File: src/rtl/mmio_bridge.sv
// Address-decoding bridge between the processor dmem port and the dmem syncram.
// The top 16 words hold display registers, a PS/2 key-code FIFO and a status word.
module mmio_bridge #(
   parameter int          KEY_DEPTH = 8,
   parameter logic [11:0] IO_BASE   = 12'hFF0
) (
   input  logic        clock,
   input  logic        reset,
   input  logic [11:0] proc_addr,
   input  logic [31:0] proc_wdata,
   input  logic        proc_wren,
   input  logic        proc_ren,
   output logic [31:0] proc_rdata,
   output logic [11:0] dmem_addr,
   output logic [31:0] dmem_wdata,
   output logic        dmem_wren,
   input  logic [31:0] dmem_q,
   input  logic [7:0]  key_code,
   input  logic        key_valid,
   input  logic        vsync_pulse,
   output logic [9:0]  player_x,
   output logic [8:0]  player_y,
   output logic [7:0]  scene_id,
   output logic [31:0] score
);

   localparam int PW = $clog2(KEY_DEPTH);
   localparam int CW = PW + 1;
   localparam logic [CW-1:0] DEPTH_C = CW'(KEY_DEPTH);

   localparam logic [3:0] OFF_X      = 4'h0;
   localparam logic [3:0] OFF_Y      = 4'h1;
   localparam logic [3:0] OFF_SCENE  = 4'h2;
   localparam logic [3:0] OFF_SCORE  = 4'h3;
   localparam logic [3:0] OFF_STATUS = 4'hE;
   localparam logic [3:0] OFF_KEY    = 4'hF;

   logic [9:0]    r_player_x;
   logic [8:0]    r_player_y;
   logic [7:0]    r_scene_id;
   logic [31:0]   r_score;
   logic [PW-1:0] r_wr_ptr;
   logic [PW-1:0] r_rd_ptr;
   logic [CW-1:0] r_count;
   logic          r_overflow;
   logic          r_vsync_seen;
   logic [7:0]    r_fifo_mem [KEY_DEPTH];

   logic          w_io_hit;
   logic [3:0]    w_io_off;
   logic          w_io_wr;
   logic          w_status_rd;
   logic          w_pop;
   logic          w_push;
   logic          w_drop;
   logic          w_non_empty;
   logic [31:0]   w_status;
   logic [31:0]   w_io_rdata;

   assign w_io_hit    = (proc_addr[11:4] == IO_BASE[11:4]);
   assign w_io_off    = proc_addr[3:0];
   assign w_io_wr     = proc_wren & w_io_hit;
   assign w_status_rd = proc_ren & w_io_hit & (w_io_off == OFF_STATUS);
   assign w_non_empty = (r_count != '0);
   assign w_pop       = proc_ren & ~proc_wren & w_io_hit & (w_io_off == OFF_KEY) & w_non_empty;
   // A pop in the same cycle frees a slot, so a full FIFO can still accept the key.
   assign w_push      = key_valid & ((r_count < DEPTH_C) | w_pop);
   assign w_drop      = key_valid & ~w_push;

   assign dmem_addr  = proc_addr;
   assign dmem_wdata = proc_wdata;
   assign dmem_wren  = proc_wren & ~w_io_hit;
   assign proc_rdata = w_io_hit ? w_io_rdata : dmem_q;

   assign player_x = r_player_x;
   assign player_y = r_player_y;
   assign scene_id = r_scene_id;
   assign score    = r_score;

   always_comb begin
      // NOTE: every always_comb output gets a default first so no path infers a latch.
      w_status      = '0;
      w_status[0]   = w_non_empty;
      w_status[5:1] = 5'(r_count);
      w_status[8]   = r_overflow;
      w_status[9]   = r_vsync_seen;
   end

   always_comb begin
      w_io_rdata = '0;
      unique case (w_io_off)
         OFF_X:      w_io_rdata = {22'b0, r_player_x};
         OFF_Y:      w_io_rdata = {23'b0, r_player_y};
         OFF_SCENE:  w_io_rdata = {24'b0, r_scene_id};
         OFF_SCORE:  w_io_rdata = r_score;
         OFF_STATUS: w_io_rdata = w_status;
         OFF_KEY:    w_io_rdata = w_non_empty ? {24'b0, r_fifo_mem[r_rd_ptr]} : 32'b0;
         default:    w_io_rdata = '0;
      endcase
   end

   // NOTE: sequential state uses non-blocking assignments so all registers see pre-edge values.
   always_ff @(posedge clock or negedge reset) begin
      if (!reset) begin
         r_player_x <= '0;
         r_player_y <= '0;
         r_scene_id <= '0;
         r_score    <= '0;
      end else if (w_io_wr) begin
         unique case (w_io_off)
            OFF_X:     r_player_x <= proc_wdata[9:0];
            OFF_Y:     r_player_y <= proc_wdata[8:0];
            OFF_SCENE: r_scene_id <= proc_wdata[7:0];
            OFF_SCORE: r_score    <= proc_wdata;
            default:   ;
         endcase
      end
   end

   always_ff @(posedge clock or negedge reset) begin
      if (!reset) begin
         r_wr_ptr     <= '0;
         r_rd_ptr     <= '0;
         r_count      <= '0;
         r_overflow   <= 1'b0;
         r_vsync_seen <= 1'b0;
      end else begin
         if (w_push) r_wr_ptr <= r_wr_ptr + 1'b1;
         if (w_pop)  r_rd_ptr <= r_rd_ptr + 1'b1;
         if (w_push && !w_pop)      r_count <= r_count + 1'b1;
         else if (w_pop && !w_push) r_count <= r_count - 1'b1;

         if (w_drop)                                r_overflow <= 1'b1;
         else if (w_io_wr && w_io_off == OFF_STATUS) r_overflow <= 1'b0;

         if (vsync_pulse)      r_vsync_seen <= 1'b1;
         else if (w_status_rd) r_vsync_seen <= 1'b0;
      end
   end

   // NOTE: FIFO storage is not reset; entries are only visible when count says they are valid.
   always_ff @(posedge clock) begin
      if (w_push) r_fifo_mem[r_wr_ptr] <= key_code;
   end

endmodule

File: config.mk
export PLATFORM = sky130hd
export DESIGN_NAME = mmio_bridge
export DESIGN_NICKNAME = d
export VERILOG_FILES = /design/src/rtl/mmio_bridge.sv
export SDC_FILE = /design/constraint.sdc
export NUM_CORES = 1
export LEC_CHECK = 0
export CAP_MARGIN = 10
export CORE_MARGIN = 4
export CORE_UTILIZATION = 28
export DETAILED_ROUTE_END_ITERATION = 6
export SETUP_SLACK_MARGIN = 0.3
export SYNTH_ARGS = -nofsm -noshare
export SYNTH_HDL_FRONTEND = slang
export SYNTH_SLANG_ARGS = --single-unit
File: constraint.sdc
create_clock -name clock -period 3.05 [get_ports clock]
set_input_delay 0.61 -clock clock [delete_from_list [all_inputs] [get_ports clock]]
set_output_delay 0.61 -clock clock [all_outputs]
set_load 0.005 [all_outputs]
==> results.ini <==
[clock_tree]
cts.reportedPaths.clkPinSlew_ns=0.07
tritoncts_num_sinks=135
h-tree-depth=4
tritoncts=done
number_of_buffers_between_clock_root_and_the_deepest_sink=2
insertion_delay_ns=0.43
ctsRootBufferMaster=sky130_fd_sc_hd__clkbuf_16
cts-buffers-inserted=17

[synthesis]
synth_enable_flop_cells=64
synth_fp_nets=570
ys_warn_count=0
synthesis.instances=474
ys_top_cells_by_area=sky130_fd_sc_hd__edfxtp_1 29%, sky130_fd_sc_hd__dfrtp_1 27%, sky130_fd_sc_hd__mux4_2 7.8%, sky130_fd_sc_hd__mux2_4 6.8%, sky130_fd_sc_hd__mux2_2 5.4%
postSynthAreaPerCell_um2=14.0
synth_ff_type=sky130_fd_sc_hd__dfrtp_1
yosysSeqAreaShare_pct=55.7
yosys_register_bits=135
asyncSetResetFlopFracSynth_pct=52.6
synth_largest_type_area_fraction_pct=28.9
yosysTopAreaCell=sky130_fd_sc_hd__edfxtp_1
yosys.cell_types.count=53
mappedNetlistArea_um2=6640

[route]
detail_route.wirelength_mm=21.3
wl_per_cell_um=20.0
drt_drc_violations_left=0
drtAntennaViolNets=0
pre_repair_dr_iteration_count=4
route.detailed.vias_per_inst=4.64
drt-initial-drc-count=319
routed-via-count=4948

[placement]
portBuffers=225
placement.setup.worst_slack_ns=-0.686
place_hpwl_mm=15.8
place_area_um2=9430
globalplace.congestion=0.823

[sta]
slew_viol_final=0
finalCritPeriodShare_pct=92.6
timing.max_slew.rel_slack_pct=38.2
period_needed_ns=2.82
fmaxAchievable_mhz=354
finalClockSkew_ns=0.0131
hold_viol_final=0
worst-slew-pin-transition_ns=0.926
setup_viol_count_final=0
unrepaired_setup_endpoints_after_global_routing=true
final.setup.worst_slack_ns=0.225

[floorplan]
fp.dieArea_um2=26200
floorplan.io_pins=226
start_util_pct=28.4
num_rows=56
fp.dieH_um=162
placeable_area_um2=23400
die_w_um=162

[critical_path]
cp-start-kind=register
crit_path_start=r_rd_ptr[1]
setup.worst_path.end=proc_rdata[0]
critical_path_arrival_ns=2.21
timing.rr.end=r_count[3]
ff2ff_path_depth=10
timing.rr.start=r_count[1]
timing_worst_setup_path_type=register to output port
worstSetupEndpointType=output port
crit_required_ns=2.44
path_max_fanout=3
r2r_slack_ns=0.60

[global_routing]
track_usage_pct=16.1
number_of_global_route_vias_before_repair=5229
globalRouteOverflowTotal=0
antenna_violations_before_repair=0
grt_max_degree=72
grt_pass1_wl_mm=31.9

[power_and_ir_drop]
comb_power_share_pct=16.1
power.share.switching_pct=28.0
total_leakage_power_uw=0.00428
power.internal_uw=3700
power.ir.vdd_worst_uv=339
p_seq_share_pct=42.2
sw_pwr_uw=1440
power-per-cell-area_nw_per_um2=492
power_frac_clock_pct=41.7

[cells_and_area]
drive_gt1_share_pct=35.6
fillCellCount=2151
utilization_pct=44.6
inserted_diodes=0
area_growth_syn_to_layout_pct=57.1
layout.nets=830
final_cell_area_um2=10400

[hold_path]
hp-class=input port to asynchronous set/reset pin

[flow_run]
cap_violations=0

[outcome]
outcome=completed

## flip-flops by register name, summed over array words and instances (netlist names)
register,flops
score,32
r_vsync_seen,1
player_x,10
player_y,9
r_fifo_mem,64
r_count,4
r_wr_ptr,3
r_rd_ptr,3
r_overflow,1
scene_id,8
## worst min-delay path by stage
stage                           from           to  slack, ns  cells after the start
after floorplan                reset  player_x[0]       0.31                      0
after global placement    r_overflow   r_overflow       0.51                      1
after detailed placement  r_overflow   r_overflow       0.51                      1
after CTS                      reset    score[14]       0.34                      1
after global routing           reset    score[14]       0.39                      1
final                          reset    score[14]       0.33                      1
## stage by stage
step / cells / TNS, ns / hold slack, ns / power [µW]
final: 1066 / 0 / 0.326 / 5140
after detailed placement: 1018 / -10.23 / 0.506 / 2990
after global placement: 1018 / -9.84 / 0.506 / 2950
after global routing: 1066 / 0 / 0.392 / 5370
after floorplan: 474 / 0 / 0.314 / 2520
after CTS: 1064 / 0 / 0.337 / 5190
## cell usage in the layout, fill, tap and decap left out, types with 4 or more instances in the layout
master and count:
sky130_fd_sc_hd__buf_4 65, sky130_fd_sc_hd__ha_1 5, sky130_fd_sc_hd__dfrtp_1 69, sky130_fd_sc_hd__nand2b_1 4
sky130_fd_sc_hd__clkbuf_2 12, sky130_fd_sc_hd__clkdlybuf4s15_1 4, sky130_fd_sc_hd__mux2_4 30, sky130_fd_sc_hd__o21ai_0 4
sky130_fd_sc_hd__mux2i_1 5, sky130_fd_sc_hd__inv_1 4, sky130_fd_sc_hd__dlygate4sd2_1 20, sky130_fd_sc_hd__mux2_2 32
sky130_fd_sc_hd__buf_6 11, sky130_fd_sc_hd__inv_8 5, sky130_fd_sc_hd__buf_2 9, sky130_fd_sc_hd__o22ai_4 4
sky130_fd_sc_hd__nor2_1 11, sky130_fd_sc_hd__edfxtp_1 64, sky130_fd_sc_hd__clkdlybuf4s50_1 179, sky130_fd_sc_hd__mux4_2 23
sky130_fd_sc_hd__nand2_1 48, sky130_fd_sc_hd__clkinv_8 4, sky130_fd_sc_hd__nor3_1 4, sky130_fd_sc_hd__clkbuf_16 18
sky130_fd_sc_hd__nand3_1 25, sky130_fd_sc_hd__buf_12 10, sky130_fd_sc_hd__xnor2_1 7
## cell families after synthesis
logic type | count (synthesis) | share of synthesized area, %
muxes | 97 | 21.8
xor gates and xnor gates | 7 | 0.923
DFF | 135 | 55.7
AOI/OAI and AO/OA | 35 | 3.84
adders and majority gates | 6 | 1.24
and+or+nand+nor | 117 | 8.69
buffers and inverters | 77 | 7.76
## cells in the mapped netlist (5+ instances only)
| master | n |
|---|---|
| sky130_fd_sc_hd__nand2_1 | 49 |
| sky130_fd_sc_hd__ha_1 | 5 |
| sky130_fd_sc_hd__buf_6 | 5 |
| sky130_fd_sc_hd__mux4_2 | 23 |
| sky130_fd_sc_hd__clkbuf_1 | 8 |
| sky130_fd_sc_hd__buf_2 | 10 |
| sky130_fd_sc_hd__o22ai_1 | 6 |
| sky130_fd_sc_hd__mux2_4 | 30 |
| sky130_fd_sc_hd__xnor2_1 | 7 |
| sky130_fd_sc_hd__mux2i_1 | 11 |
| sky130_fd_sc_hd__nor2_1 | 13 |
| sky130_fd_sc_hd__mux2_2 | 32 |
| sky130_fd_sc_hd__dfrtp_1 | 71 |
| sky130_fd_sc_hd__buf_4 | 47 |
| sky130_fd_sc_hd__nand3_1 | 26 |
| sky130_fd_sc_hd__edfxtp_1 | 64 |
## per-layer routing
layer / part of all wire (%) / up-vias / GRT usage, %
met3: 7.4 / 27 / 4.29
li1: - / 2256 / -
met2: 51 / 205 / 28.1
met4: 2.0 / 0 / 4.88
met1: 40 / 2460 / 19.4
met5: 0 / - / 0
## power groups by stage
stage	logic, µW	clock network (µW)	registers [µW]
finish	828	2140	2170
global route	904	2290	2180
CTS	827	2210	2150
detailed placement	813	0	2180
global placement	787	0	2170
floorplan	374	0	2150
## layout make-up
cell class | count | area (µm²) | area share (%)
flip-flops and latches | 135 | 3700 | 35.5
repair buffers | 314 | 3010 | 28.8
multi-input cells | 262 | 2680 | 25.7
clock buffers | 17 | 425 | 4.08
well taps | 319 | 399 | 3.83
clock inverters | 15 | 203 | 1.94
inverters | 4 | 15.0 | 0.144
## critical path: stages (launching register included)
cell and delay [ns]:
sky130_fd_sc_hd__dfrtp_2 0.41, sky130_fd_sc_hd__mux4_2 0.55, sky130_fd_sc_hd__mux2i_4 0.22, sky130_fd_sc_hd__a2111oi_4 0.11, sky130_fd_sc_hd__buf_4 0.14, sky130_fd_sc_hd__a211o_1 0.23
sky130_fd_sc_hd__buf_2 0.13
## timing repair
item | 4_1_cts | 5_1_grt
setup buffers | 13 | 1
pin swaps | 14 | 7
hold buffers | 0 | 0
gates cloned | 1 | 1
setup endpoints to repair | 34 | 34
resized for setup | 136 | 33
(Power assumes the default switching activity.)
